--- config.mk ---
export PLATFORM = sky130hd
export DESIGN_NAME = inst_fetch_flat
export DESIGN_NICKNAME = d
export VERILOG_FILES = /design/src/rtl/inst_fetch_pkg.sv /design/src/rtl/inst_fetch_if.sv /design/src/rtl/fetch_fifo.sv /design/src/rtl/inst_fetch.sv /design/src/flat_wrapper.sv
export SDC_FILE = /design/constraint.sdc
export NUM_CORES = 1
export LEC_CHECK = 0
export ABC_AREA = 1
export CAP_MARGIN = 20
export CORE_AREA = 2 2 162 164
export DETAILED_ROUTE_END_ITERATION = 8
export DIE_AREA = 0 0 164 166
export GPL_TIMING_DRIVEN = 0
export PLACE_DENSITY = 0.84
export SLEW_MARGIN = 10
export SYNTH_ARGS = -nofsm -noshare
export SYNTH_HDL_FRONTEND = slang
export SYNTH_HIERARCHICAL = 1
export SYNTH_SLANG_ARGS = --single-unit
export TNS_END_PERCENT = 30
--- constraint.sdc ---
create_clock -name clk -period 10.1 [get_ports clk]
set_clock_uncertainty 0.05 [all_clocks]
set_input_delay 1.01 -clock clk [delete_from_list [all_inputs] [get_ports clk]]
set_output_delay 1.01 -clock clk [all_outputs]
set_load 0.005 [all_outputs]
--- src/rtl/inst_fetch_pkg.sv ---
// rtl/inst_fetch_pkg.sv - shared constants, buffer entry type and PC helpers for the fetch stage
package inst_fetch_pkg;

   localparam int XLEN       = 32;
   localparam int INST_BYTES = 4;

   localparam logic [XLEN-1:0] DEFAULT_RESET_PC = 32'h0000_0000;

   // One buffered instruction: the address it was fetched from and the word.
   typedef struct packed {
      logic [XLEN-1:0] pc;
      logic [XLEN-1:0] data;
   } fetch_entry_t;

   // Clear the byte-offset bits so every fetch address is word aligned.
   function automatic logic [XLEN-1:0] align_pc(input logic [XLEN-1:0] pc);
      return pc & ~(XLEN'(INST_BYTES) - XLEN'(1));
   endfunction

   // Sequential successor; wraps modulo 2^XLEN.
   function automatic logic [XLEN-1:0] next_pc(input logic [XLEN-1:0] pc);
      return pc + XLEN'(INST_BYTES);
   endfunction

endpackage

--- src/rtl/inst_fetch_if.sv ---
// rtl/inst_fetch_if.sv - instruction memory read bus between the fetch stage and instruction memory
// Signals:
//   imem_req_valid  fetch -> mem  read request valid
//   imem_req_ready  mem -> fetch  request accepted this cycle
//   imem_req_addr   fetch -> mem  word-aligned byte address
//   imem_resp_valid mem -> fetch  read data valid (in order, no backpressure)
//   imem_resp_data  mem -> fetch  instruction word
// Modports: master = fetch stage, slave = instruction memory.
interface inst_fetch_if;
   import inst_fetch_pkg::*;

   logic            imem_req_valid;
   logic            imem_req_ready;
   logic [XLEN-1:0] imem_req_addr;
   logic            imem_resp_valid;
   logic [XLEN-1:0] imem_resp_data;

   modport master (
      output imem_req_valid,
      output imem_req_addr,
      input  imem_req_ready,
      input  imem_resp_valid,
      input  imem_resp_data
   );

   modport slave (
      input  imem_req_valid,
      input  imem_req_addr,
      output imem_req_ready,
      output imem_resp_valid,
      output imem_resp_data
   );

endinterface

--- src/rtl/fetch_fifo.sv ---
// rtl/fetch_fifo.sv - synchronous FIFO of {pc, data} entries buffering fetched instructions
// Ports:
//   clk, reset        clock, synchronous active-high reset
//   push, push_data   write one entry at the tail
//   pop               drop the head entry
//   flush             empty the FIFO; overrides push and pop
//   head_data         entry at the head (undefined when empty)
//   count             number of valid entries, 0..DEPTH
module fetch_fifo
   import inst_fetch_pkg::*;
#(
   parameter int DEPTH = 4
) (
   input  logic                   clk,
   input  logic                   reset,
   input  logic                   push,
   input  fetch_entry_t           push_data,
   input  logic                   pop,
   input  logic                   flush,
   output fetch_entry_t           head_data,
   output logic [$clog2(DEPTH):0] count
);

   localparam int AW = $clog2(DEPTH);
   localparam logic [AW:0] FULL_COUNT = (AW+1)'(DEPTH);

   fetch_entry_t  mem [DEPTH];
   logic [AW-1:0] wr_ptr;
   logic [AW-1:0] rd_ptr;
   logic          do_push;
   logic          do_pop;

   assign do_pop    = pop && (count != '0);
   // A push into a full FIFO is legal only when the head leaves in the same cycle.
   assign do_push   = push && ((count != FULL_COUNT) || do_pop);
   assign head_data = mem[rd_ptr];

   always_ff @(posedge clk) begin
      if (do_push && !flush && !reset) begin
         mem[wr_ptr] <= push_data;
      end
   end

   always_ff @(posedge clk) begin
      if (reset || flush) begin
         wr_ptr <= '0;
         rd_ptr <= '0;
         count  <= '0;
      end else begin
         if (do_push) begin
            wr_ptr <= wr_ptr + 1'b1;
         end
         if (do_pop) begin
            rd_ptr <= rd_ptr + 1'b1;
         end
         case ({do_push, do_pop})
            2'b10:   count <= count + 1'b1;
            2'b01:   count <= count - 1'b1;
            default: count <= count;
         endcase
      end
   end

endmodule

--- src/rtl/inst_fetch.sv ---
// rtl/inst_fetch.sv - instruction fetch stage: PC, memory requests, in-order instruction buffer, redirect
// Ports:
//   clk, reset          clock, synchronous active-high reset
//   imem                instruction memory read bus (master side)
//   redirect_valid/pc   single-cycle redirect to a new fetch PC (bits [1:0] ignored)
//   inst_valid/ready    handshake towards decode
//   inst, inst_pc       instruction word and its address
module inst_fetch
   import inst_fetch_pkg::*;
#(
   parameter logic [XLEN-1:0] RESET_PC = DEFAULT_RESET_PC,
   parameter int              DEPTH    = 4
) (
   input  logic            clk,
   input  logic            reset,
   inst_fetch_if.master    imem,
   input  logic            redirect_valid,
   input  logic [XLEN-1:0] redirect_pc,
   output logic            inst_valid,
   input  logic            inst_ready,
   output logic [XLEN-1:0] inst,
   output logic [XLEN-1:0] inst_pc
);

   localparam int CW = $clog2(DEPTH) + 1;
   localparam logic [CW:0] DEPTH_LIMIT = (CW+1)'(DEPTH);

   logic [XLEN-1:0] fetch_pc;
   logic [XLEN-1:0] resp_pc;
   logic [XLEN-1:0] redirect_target;
   logic [CW-1:0]   outstanding;
   logic [CW-1:0]   drop_count;
   logic [CW-1:0]   fifo_count;
   logic [CW:0]     occupancy;
   logic            pop;
   logic            accept;
   logic            resp;
   logic            push;
   fetch_entry_t    push_entry;
   fetch_entry_t    head_entry;

   assign redirect_target = align_pc(redirect_pc);

   assign inst_valid = (fifo_count != '0) && !redirect_valid;
   assign pop        = inst_valid && inst_ready;

   // Every request still unanswered plus every buffered word must fit the
   // FIFO, so a returning response never finds it full.
   assign occupancy = {1'b0, outstanding} + {1'b0, fifo_count} - {{CW{1'b0}}, pop};

   assign imem.imem_req_valid = !reset && !redirect_valid && (occupancy < DEPTH_LIMIT);
   assign imem.imem_req_addr  = fetch_pc;

   assign accept = imem.imem_req_valid && imem.imem_req_ready;
   assign resp   = imem.imem_resp_valid;
   // Responses to requests issued before a redirect are counted off by drop_count.
   assign push   = resp && !redirect_valid && (drop_count == '0);

   assign push_entry.pc   = resp_pc;
   assign push_entry.data = imem.imem_resp_data;

   assign inst    = (fifo_count != '0) ? head_entry.data : '0;
   assign inst_pc = (fifo_count != '0) ? head_entry.pc   : '0;

   fetch_fifo #(
      .DEPTH (DEPTH)
   ) u_fetch_fifo (
      .clk       (clk),
      .reset     (reset),
      .push      (push),
      .push_data (push_entry),
      .pop       (pop),
      .flush     (redirect_valid),
      .head_data (head_entry),
      .count     (fifo_count)
   );

   always_ff @(posedge clk) begin
      if (reset) begin
         fetch_pc    <= RESET_PC;
         resp_pc     <= RESET_PC;
         outstanding <= '0;
         drop_count  <= '0;
      end else begin
         case ({accept, resp})
            2'b10:   outstanding <= outstanding + 1'b1;
            2'b01:   outstanding <= outstanding - 1'b1;
            default: outstanding <= outstanding;
         endcase

         if (redirect_valid) begin
            fetch_pc   <= redirect_target;
            resp_pc    <= redirect_target;
            // Everything in flight after this cycle belongs to the old stream.
            drop_count <= outstanding - CW'(resp);
         end else begin
            if (accept) begin
               fetch_pc <= next_pc(fetch_pc);
            end
            if (resp) begin
               if (drop_count != '0) begin
                  drop_count <= drop_count - 1'b1;
               end else begin
                  resp_pc <= next_pc(resp_pc);
               end
            end
         end
      end
   end

endmodule

--- src/flat_wrapper.sv ---
// flat-port wrapper written by rule: the top's interface ports become plain ports
module inst_fetch_flat import inst_fetch_pkg::*;
#(
   parameter logic [XLEN-1:0] RESET_PC = DEFAULT_RESET_PC,
   parameter int              DEPTH    = 4
)
  (clk, reset, redirect_valid, redirect_pc, inst_valid, inst_ready, inst, inst_pc, imem_imem_req_valid, imem_imem_req_addr, imem_imem_req_ready, imem_imem_resp_valid, imem_imem_resp_data);
  inst_fetch_if imem_i ();
  input  logic clk;
  input  logic reset;
  input  logic redirect_valid;
  input  logic [XLEN-1:0] redirect_pc;
  output logic inst_valid;
  input  logic inst_ready;
  output logic [XLEN-1:0] inst;
  output logic [XLEN-1:0] inst_pc;
  output wire logic [$bits(imem_i.imem_req_valid)-1:0] imem_imem_req_valid;
  output wire logic [$bits(imem_i.imem_req_addr)-1:0] imem_imem_req_addr;
  input wire logic [$bits(imem_i.imem_req_ready)-1:0] imem_imem_req_ready;
  input wire logic [$bits(imem_i.imem_resp_valid)-1:0] imem_imem_resp_valid;
  input wire logic [$bits(imem_i.imem_resp_data)-1:0] imem_imem_resp_data;
  assign imem_imem_req_valid = imem_i.imem_req_valid;
  assign imem_imem_req_addr = imem_i.imem_req_addr;
  assign imem_i.imem_req_ready = imem_imem_req_ready;
  assign imem_i.imem_resp_valid = imem_imem_resp_valid;
  assign imem_i.imem_resp_data = imem_imem_resp_data;
  inst_fetch #(.RESET_PC(RESET_PC), .DEPTH(DEPTH)) u_core (.clk(clk), .reset(reset), .imem(imem_i), .redirect_valid(redirect_valid), .redirect_pc(redirect_pc), .inst_valid(inst_valid), .inst_ready(inst_ready), .inst(inst), .inst_pc(inst_pc));
endmodule
=== Yosys cells after proc, flatten, opt, wreduce, memory -nomap -nowiden ===
Memory sizes are Yosys's and may differ from the RTL's. A register that Yosys moved wholly into a read port is not among the register bits.
Cells that the tools add are included.
Widths: inputs -> output; s select.

* Register bits: 77
* Output and inout bits: 98
* Logic and storage cells: 73
* Bits of input ports: 70
* RAM bits: 256
* Memories kept: 1

* $lt $le $gt $ge: 1
* Bitwise gates (word level): 1
* Add/subtract/negate cells: 12
* Reductions and logical operators: 27
* Equality and inequality tests: 6
* Multiplexer cells: 16

{| class="wikitable"
|+ Memory list
! name !! depth !! bits a word !! rd ports !! clocked after Yosys merged registers in !! wr ports !! RTL line !! source
|-
| u_core.u_fetch_fifo.mem || 4 || 64 || 1 || 1 || 1 || fetch_fifo.sv:27 || <nowiki>fetch_entry_t mem [DEPTH];</nowiki>
|}

{| class="wikitable"
|+ Operator list
! cell !! count
|-
| $mux 32 || 7
|-
| $add 32x3->32 const B || 2
|-
| $pmux 3 s2 || 2
|-
| $logic_and 1x1->1 || 11
|-
| $reduce_bool 2->1 || 5
|-
| $mux 3 || 3
|-
| $sub 3x1->3 const B || 3
|-
| $add 3x1->3 const B || 2
|-
| $reduce_and 2->1 || 3
|-
| $reduce_bool 3->1 || 2
|-
| $add 2x1->2 const B || 2
|-
| $add 3x3->4 || 1
|-
| $eq 2x1->1 const B || 2
|-
| $eq 2x2->1 const B || 2
|-
| $lt 4x3->1 const B || 1
|-
| $mux 2 || 2
|-
| $sub 4x1->4 || 1
|-
| $logic_not 3->1 || 1
|-
| $ne 3x3->1 const B || 1
|-
| $sub 3x1->3 || 1
|-
| $logic_not 1->1 || 2
|-
| $logic_or 1x1->1 || 2
|-
| $mux 1 || 2
|-
| $ne 2x2->1 const B || 1
|-
| 2 further kinds || 2
|}

=== Longest topological paths before layout ===
Gate-level depths: netlist of run 1.

* Word-level depth: 10
* Gate-level depth with buffers: 19

=== Hierarchy ===
Netlist of run 1, hierarchy kept.

{| class="wikitable"
|+ By module, submodules not included
! module !! area each (um^2) !! cells an instance !! seq. area each (um^2) !! instances
|-
| fetch_fifo || 9,984.6 || 687 || 7,867.5 || 1
|-
| inst_fetch || 5,258.8 || 925 || 1,321.3 || 1
|}

=== Worst setup path before layout of run 1 ===
OpenSTA, ideal clock, no wires.

* Kind: input port to flip-flop
* Start point: input port redirect_valid
* End point: memory u_core/u_fetch_fifo/mem[0][0] in the netlist's numbering (enable)
* Setup time: 0.486 ns
* Slack: 4.733 ns
* Data required time: 9.564 ns
* Arrival: 4.831 ns
* Cell stages on the path: 7
* Buffers on the path: 2
* Cells stage by stage: buf_2 -> clkbuf_1 -> nor3b_1 -> o21ai_2 -> inv_1 -> nand2_1 -> nor2_1

* Word-level cells in the longest chain between the ends: 10

{| class="wikitable"
|+ Ends and longest elaborated chain
! element !! RTL line !! source
|-
| from (decl) || flat_wrapper.sv:11 || <nowiki>input logic redirect_valid;</nowiki>
|-
| $logic_not 1->1 || inst_fetch.sv:44 || <nowiki>assign inst_valid = (fifo_count != '0) && !redirect_valid;</nowiki>
|-
| $logic_and 1x1->1 || inst_fetch.sv:44 ||
|-
| $logic_and 1x1->1 || inst_fetch.sv:45 || <nowiki>assign pop = inst_valid && inst_ready;</nowiki>
|-
| named net u_core.pop || inst_fetch.sv:35 || <nowiki>logic pop;</nowiki>
|-
| $logic_and 1x1->1 || fetch_fifo.sv:33 || <nowiki>assign do_pop = pop && (count != '0);</nowiki>
|-
| $logic_or 1x1->1 || fetch_fifo.sv:35 || <nowiki>assign do_push = push && ((count != FULL_COUNT) || do_pop);</nowiki>
|-
| $logic_and 1x1->1 || fetch_fifo.sv:35 ||
|-
| $logic_and 1x1->1 (2 in series) || fetch_fifo.sv:39 || <nowiki>if (do_push && !flush && !reset) begin</nowiki>
|-
| $mux 1 || fetch_fifo.sv:39 ||
|-
| $mux 1 (not written as such) || fetch_fifo.sv:40 || <nowiki>mem[wr_ptr] <= push_data;</nowiki>
|-
| to (decl) || fetch_fifo.sv:27 ||
|}

The timed path passes the listed nets, and every way through them passes these cells.

=== Worst setup path after layout of run 1 ===
* Start point: input port redirect_valid
* End point: output port imem_imem_req_valid

* Word-level cells in the longest chain between the ends: 6

{| class="wikitable"
|+ Ends and longest elaborated chain
! element !! RTL line !! source
|-
| $logic_not 1->1 || inst_fetch.sv:44 ||
|-
| $logic_and 1x1->1 || inst_fetch.sv:44 ||
|-
| $logic_and 1x1->1 || inst_fetch.sv:45 ||
|-
| named net u_core.pop || inst_fetch.sv:35 ||
|-
| $sub 4x1->4 || inst_fetch.sv:49 || <nowiki>assign occupancy = {1'b0, outstanding} + {1'b0, fifo_count} - {{CW{1'b0}}, pop};</nowiki>
|-
| $lt 4x3->1 || inst_fetch.sv:51 || <nowiki>assign imem.imem_req_valid = !reset && !redirect_valid && (occupancy < DEPTH_LIMIT);</nowiki>
|-
| $logic_and 1x1->1 || inst_fetch.sv:51 ||
|-
| to (decl) || flat_wrapper.sv:17 || <nowiki>output wire logic [$bits(imem_i.imem_req_valid)-1:0] imem_imem_req_valid;</nowiki>
|}

The timed path passes the listed nets, and every way through them passes these cells.

==> impl_metrics.json, run 1 <==
{
  "outcome": "completed",
  "fp.dieArea_um2": 27220,
  "setup.worst_path.end_class": "output port",
  "max_stage_delay_ps": 580,
  "drtPass1Iterations": 5,
  "path_cells": "clkdlybuf4s50_1, buf_2, clkbuf_1, nor3b_1, ha_1, inv_1, ha_1, nand4_1, nand3_1, nand2_1, nor2_2, and2_1, clkdlybuf4s50_1",
  "area_growth_pct": 21.75,
  "rows": 59,
  "ant_nets": 0,
  "grt_start_max_net_pins": 29,
  "tns_ps": 0,
  "num_antenna_cells": 0,
  "critical_path_arrival_ps": 4200,
  "final_common_cell": "nor2_1",
  "cts.clk_slew.worst_paths_ps": 70,
  "h-tree-depth": 1,
  "cp_max_fo": 10,
  "slowest_stage": "nor3b_1",
  "cts_hold_buf": 0,
  "mostFrequentLayoutCells": "nor2_1 (295), edfxtp_1 (256), nand2_1 (235)",
  "cts_buffers": 30,
  "multiInputGateArea_um2": 5051,
  "synth_edf_count": 256,
  "drive_gt1_frac": 0.07205,
  "die_y_um": 166,
  "dpl.hpwl_um": 27810,
  "ys.flop_type": "edfxtp_1",
  "yosysUniqueCellTypes": 48,
  "finalHoldViolations": 0,
  "fmax_ghz": 0.1902,
  "hp-class": "flop to flop",
  "rsz0062_at_grt": "false",
  "final_net_count": 1913,
  "die_w_um": 164,
  "gp_congestion": 0.9742,
  "ys_warn_count": 6,
  "clock_latency_ps": 550,
  "coreArea_um2": 25620,
  "via_count": 12690,
  "maxCapViolCount": 0,
  "wl_um": 40750,
  "synthArstFlopShare": 0,
  "power_per_cell_area_nw_per_um2": 158.3,
  "grt_antenna_before_repair": 0,
  "ir_drop_v": 0.0001522,
  "seqCellArea_um2": 9189,
  "drt_iter0_drc": 1543,
  "power_w": 0.002938,
  "synth_seq_cells": 331,
  "tritoncts": "yes",
  "grt_pass1_wl_um": 62850,
  "grtUsageTotal": 0.2942,
  "maxSlewViolCount": 0,
  "port_buffers": 163,
  "initial_core_util": 0.5951,
  "dp.cells": 2128,
  "clock-sinks": 331,
  "cts_max_path_buffers": 3,
  "grt_pass1_vias": 12250,
  "p_leak_nw": 6.850,
  "tightest_slew_ps": 890.3,
  "syn-mean-instance-area_um2": 9.456,
  "critPathLaunchType": "input pin",
  "ctsRootBufferMaster": "clkbuf_16",
  "num-fill-cells": 1724,
  "grt.overflow.total": 0,
  "setup_violations": 0,
  "vias_per_cell": 5.817,
  "post_cts_resized": 0,
  "fin_cells": 2181,
  "worst_hold_slack_ps": 443.8,
  "synth_area_um2": 15240,
  "min_period_ps": 5257,
  "ys_seq_area_frac": 0.6028,
  "wl_per_cell_um": 18.68,
  "slew_headroom": 0.4019,
  "post-route-period-util": 0.5205,
  "postCtsSetupBuffers": 0,
  "io_pins": 168,
  "cp_data_required_time_ps": 9040,
  "drc": 0,
  "setup.worst_path.class": "input pin to output port",
  "synthesis.instances": 1612
}
## path summary, 6_finish.rpt
| check | from | end | slack, ps | depth (start not counted) |
|---|---|---|---|---|
| max | redirect_valid | imem_imem_req_valid | 4840 | 13 |
| min | u_core/u_fetch_fifo/rd_ptr[1]$_SDFFE_PP0N_ | flop | 440 | 2 |
| max reg2reg | u_core/u_fetch_fifo/count[1]$_SDFFE_PP0P_ | u_core/outstanding[2]$_SDFFE_PP0P_ | 5830 | 18 |
| min reg2reg | u_core/u_fetch_fifo/rd_ptr[1]$_SDFFE_PP0N_ | flop | 440 | 2 |
## worst max-delay path, delay by kind of cell
| family | cells | cell delay, ps |
|---|---|---|
| buf+inv | 5 | 1480 |
| simple gates | 6 | 1170 |
| fa+ha+maj | 2 | 530 |
## registers in the layout (all words and copies together), names as in the netlist, named ones only
name / cells
u_core/drop_count: 3
u_core/u_fetch_fifo/rd_ptr: 2
u_core/u_fetch_fifo/wr_ptr: 2
u_core/resp_pc: 30
u_core/imem.imem_req_addr: 30
u_core/u_fetch_fifo/count: 3
u_core/u_fetch_fifo/mem: 256
u_core/outstanding: 3
## area by class of cell
| type | instances | share of cell area |
|---|---|---|
| Buffer | 79 | 0.02521 |
| Clock inverter | 15 | 0.009641 |
| Multi-Input combinational cell | 1052 | 0.2722 |
| Sequential cell | 331 | 0.4951 |
| Inverter | 159 | 0.03229 |
| Timing Repair Buffer | 172 | 0.09924 |
| Clock buffer | 38 | 0.04375 |
| Tap cell | 335 | 0.02258 |
## routing by layer
layer  up-vias  track usage  part of all wire
li1       5903            -                 -
met1      5923       0.3852              0.39
met2       751       0.4985              0.49
met3       110      0.04196             0.090
met4         0       0.1102             0.034
met5         -            0                 0
## cells by family after synthesis
kind of cell	Yosys count	share of synthesized area
xor+xnor	12	0.007387
simple gates	678	0.1858
fa+ha+maj	18	0.01576
buf+inv	238	0.07002
other cells	1	0.0002460
flops	331	0.6028
compound gates	334	0.1180
## cells in the mapped netlist (all sizes together), types with 2 or more instances
library cell | n | area share
nor2 | 313 | 0.080
edfxtp | 256 | 0.50
nand2 | 239 | 0.060
o21ai | 179 | 0.059
inv | 156 | 0.039
nand3 | 86 | 0.029
dfxtp | 75 | 0.098
a21oi | 73 | 0.024
o22ai | 66 | 0.027
buf | 47 | 0.023
clkbuf | 32 | 0.0081
ha | 16 | 0.013
nand3b | 12 | 0.0059
nand4 | 12 | 0.0049
nor3 | 10 | 0.0033
xor2 | 8 | 0.0051
a31oi | 5 | 0.0021
xnor2 | 4 | 0.0023
clkinv | 3 | 0.00074
o21bai | 3 | 0.0015
a21boi | 2 | 0.00098
fa | 2 | 0.0026
o221ai | 2 | 0.0011
or2 | 2 | 0.00082
## metrics by stage
| step | util | setup slack (ps) | instance area (um2) |
|---|---|---|---|
| CTS | 0.7245 | 4829 | 18560 |
| global route | 0.7245 | 4579 | 18560 |
| floorplan | - | 4733 | 15280 |
| detailed placement | 0.6858 | 4845 | 17570 |
| finish | 0.7245 | 4843 | 18560 |
| global placement | 0.6765 | 1836 | 17330 |
## report_power, final
part	switching [W]	internal, W
Sequential	0.0000408	0.00150
Clock	0.000478	0.000667
Combinational	0.000143	0.000114
(Power assumes the default switching activity.)
==> run 2, diff against run 1 <==
--- a/config.mk
+++ b/config.mk
@@ -7,11 +7,11 @@
 export LEC_CHECK = 0
 export ABC_AREA = 1
 export CAP_MARGIN = 20
-export CORE_AREA = 2 2 162 164
+export CORE_AREA = 2 2 167 169
 export DETAILED_ROUTE_END_ITERATION = 8
-export DIE_AREA = 0 0 164 166
+export DIE_AREA = 0 0 169 171
 export GPL_TIMING_DRIVEN = 0
-export PLACE_DENSITY = 0.84
+export PLACE_DENSITY = 0.8
 export SLEW_MARGIN = 10
 export SYNTH_ARGS = -nofsm -noshare
 export SYNTH_HDL_FRONTEND = slang
==> constraint.sdc (replaced) <==
create_clock -name clk -period 4.9 [get_ports clk]
set_clock_uncertainty 0.05 [all_clocks]
set_input_delay 0.49 -clock clk [delete_from_list [all_inputs] [get_ports clk]]
set_output_delay 0.49 -clock clk [all_outputs]
set_load 0.005 [all_outputs]
==> run 2 against run 1 <==
Design area is 0.76% higher; sequential share of layout area is 0.37 points lower; flip-flop and latch count stayed put; largest cell class unchanged.
==> impl_metrics.json, run 2 (same netlist as run 1, synthesis figures left out) <==
{
  "power_per_cell_area_nw_per_um2": 339.7,
  "wl_per_cell_um": 17.76,
  "port_buffers": 163,
  "drt_iter0_drc": 1483,
  "clock_latency_ps": 550,
  "cp_data_required_time_ps": 4360,
  "ir_drop_v": 0.0002823,
  "setup_violations": 0,
  "final_net_count": 1913,
  "rows": 61,
  "drc": 0,
  "worst_hold_slack_ps": 458.9,
  "fp.dieArea_um2": 28900,
  "setup.worst_path.end_class": "output port",
  "post_cts_resized": 0,
  "cts.clk_slew.worst_paths_ps": 60,
  "h-tree-depth": 1,
  "gp_congestion": 0.9927,
  "rsz0062_at_grt": "false",
  "coreArea_um2": 27320,
  "tightest_slew_ps": 1090,
  "slowest_stage": "nor3_1",
  "met3_usage": 0.03932,
  "tritoncts": "yes",
  "ant_nets": 0,
  "num_antenna_cells": 0,
  "finalHoldViolations": 0,
  "setup.worst_path.class": "flop to output port",
  "die_y_um": 171,
  "largest_register_ffs": 256,
  "die_w_um": 169,
  "globalRouteMet1Util": 0.3472,
  "cts_hold_buf": 0,
  "regMostFlops": "u_core/u_fetch_fifo/mem",
  "wl_um": 38990,
  "critPathLaunchType": "flop",
  "dpl.hpwl_um": 26620,
  "critPathLaunch": "u_core/u_fetch_fifo/count[1]$_SDFFE_PP0P_",
  "maxCapViolCount": 0,
  "p_leak_nw": 6.918,
  "grt_start_max_net_pins": 28,
  "mostFrequentLayoutCells": "nor2_1 (295), edfxtp_1 (256), nand2_1 (235)",
  "clock-sinks": 331,
  "grt_pass1_wl_um": 60420,
  "cts_max_path_buffers": 3,
  "reg2reg_depth": 18,
  "num-fill-cells": 1935,
  "maxSlewViolCount": 0,
  "drive_gt1_frac": 0.07680,
  "rr_startpoint": "u_core/u_fetch_fifo/count[1]$_SDFFE_PP0P_",
  "crit_top_cell": "ha_1",
  "cp_max_fo": 10,
  "grt_antenna_before_repair": 0,
  "slew_headroom": 0.2675,
  "outcome": "completed",
  "io_pins": 168,
  "max_stage_delay_ps": 900,
  "path_cells": "nor3_1, buf_2, nor3b_1, ha_1, inv_1, ha_1, nand4_1, a21oi_1, nor2_2, and2_1, clkdlybuf4s50_1",
  "drtPass1Iterations": 6,
  "worstHoldStart": "u_core/outstanding[0]$_SDFFE_PP0P_",
  "post-route-period-util": 0.9160,
  "grt.overflow.total": 0,
  "postCtsSetupBuffers": 0,
  "final_common_cell": "nor2_1",
  "critical_path_arrival_ps": 3950,
  "grtUsageMet2": 0.4515,
  "initial_core_util": 0.5579,
  "grtUsageTotal": 0.2671,
  "grt_pass1_vias": 11940,
  "vias_per_cell": 5.684,
  "min_period_ps": 4488,
  "area_growth_pct": 22.67,
  "tns_ps": 0,
  "via_count": 12480,
  "holdPathStages": 1,
  "busiest_layer": "met2",
  "fmax_ghz": 0.2228,
  "hp-class": "flop to flop",
  "cts_buffers": 31,
  "ctsRootBufferMaster": "clkbuf_16"
}
## run 2: power by group
part / internal, W / leakage (nW) / total, W / switching [W]
registers: 0.00308 / 2.95 / 0.00317 / 0.0000827
clock network: 0.00164 / 0.560 / 0.00266 / 0.00102
logic: 0.000234 / 3.40 / 0.000523 / 0.000289
## run 2: layout make-up
type                            count  area [um2]  area share
Timing Repair Buffer              171        1807     0.09662
Tap cell                          346       432.9     0.02315
Clock buffer                       37       838.3     0.04483
Multi-Input combinational cell   1052        5051      0.2701
Inverter                          159       599.3     0.03205
Clock inverter                     20       314.1     0.01679
Buffer                             79       467.9     0.02503
Sequential cell                   331        9189      0.4914
## run 2: worst max-delay path, delay by kind of cell (launching register included)
| family | cells | cell delay (ps) |
|---|---|---|
| AO/OA/AOI/OAI | 1 | 90 |
| buffers and inverters | 3 | 1020 |
| adder cells (fa/ha/maj) | 2 | 460 |
| flip-flops | 1 | 360 |
| AND/OR/NAND/NOR | 5 | 1480 |
## run 2: worst paths after layout
check                                             to  slack (ps)
hold reg to reg   u_core/outstanding[0]$_SDFFE_PP0P_         460
hold / removal    u_core/outstanding[0]$_SDFFE_PP0P_         460
setup reg to reg  u_core/outstanding[2]$_SDFFE_PP0P_         420
setup / recovery                 imem_imem_req_valid         410
## run 2: layer usage
layer | vias up | share of wire
li1 | 5903 | -
met5 | - | 0
met4 | 0 | 0.035
met1 | 5749 | 0.40
met2 | 719 | 0.47
met3 | 106 | 0.097
## run 2: metrics by stage
step                area, um2  worst slack, ps  utilization  cells  total power, W
finish                  18700            411.7       0.6844   2195        0.006352
global route            18700            151.4       0.6844   2195        0.006551
detailed placement      17550            230.0       0.6422   2138        0.003736
CTS                     18700            439.2       0.6844   2195        0.006363
global placement        17340            -2773       0.6347   2130        0.003718
floorplan               15280            52.91            -   1621        0.003477
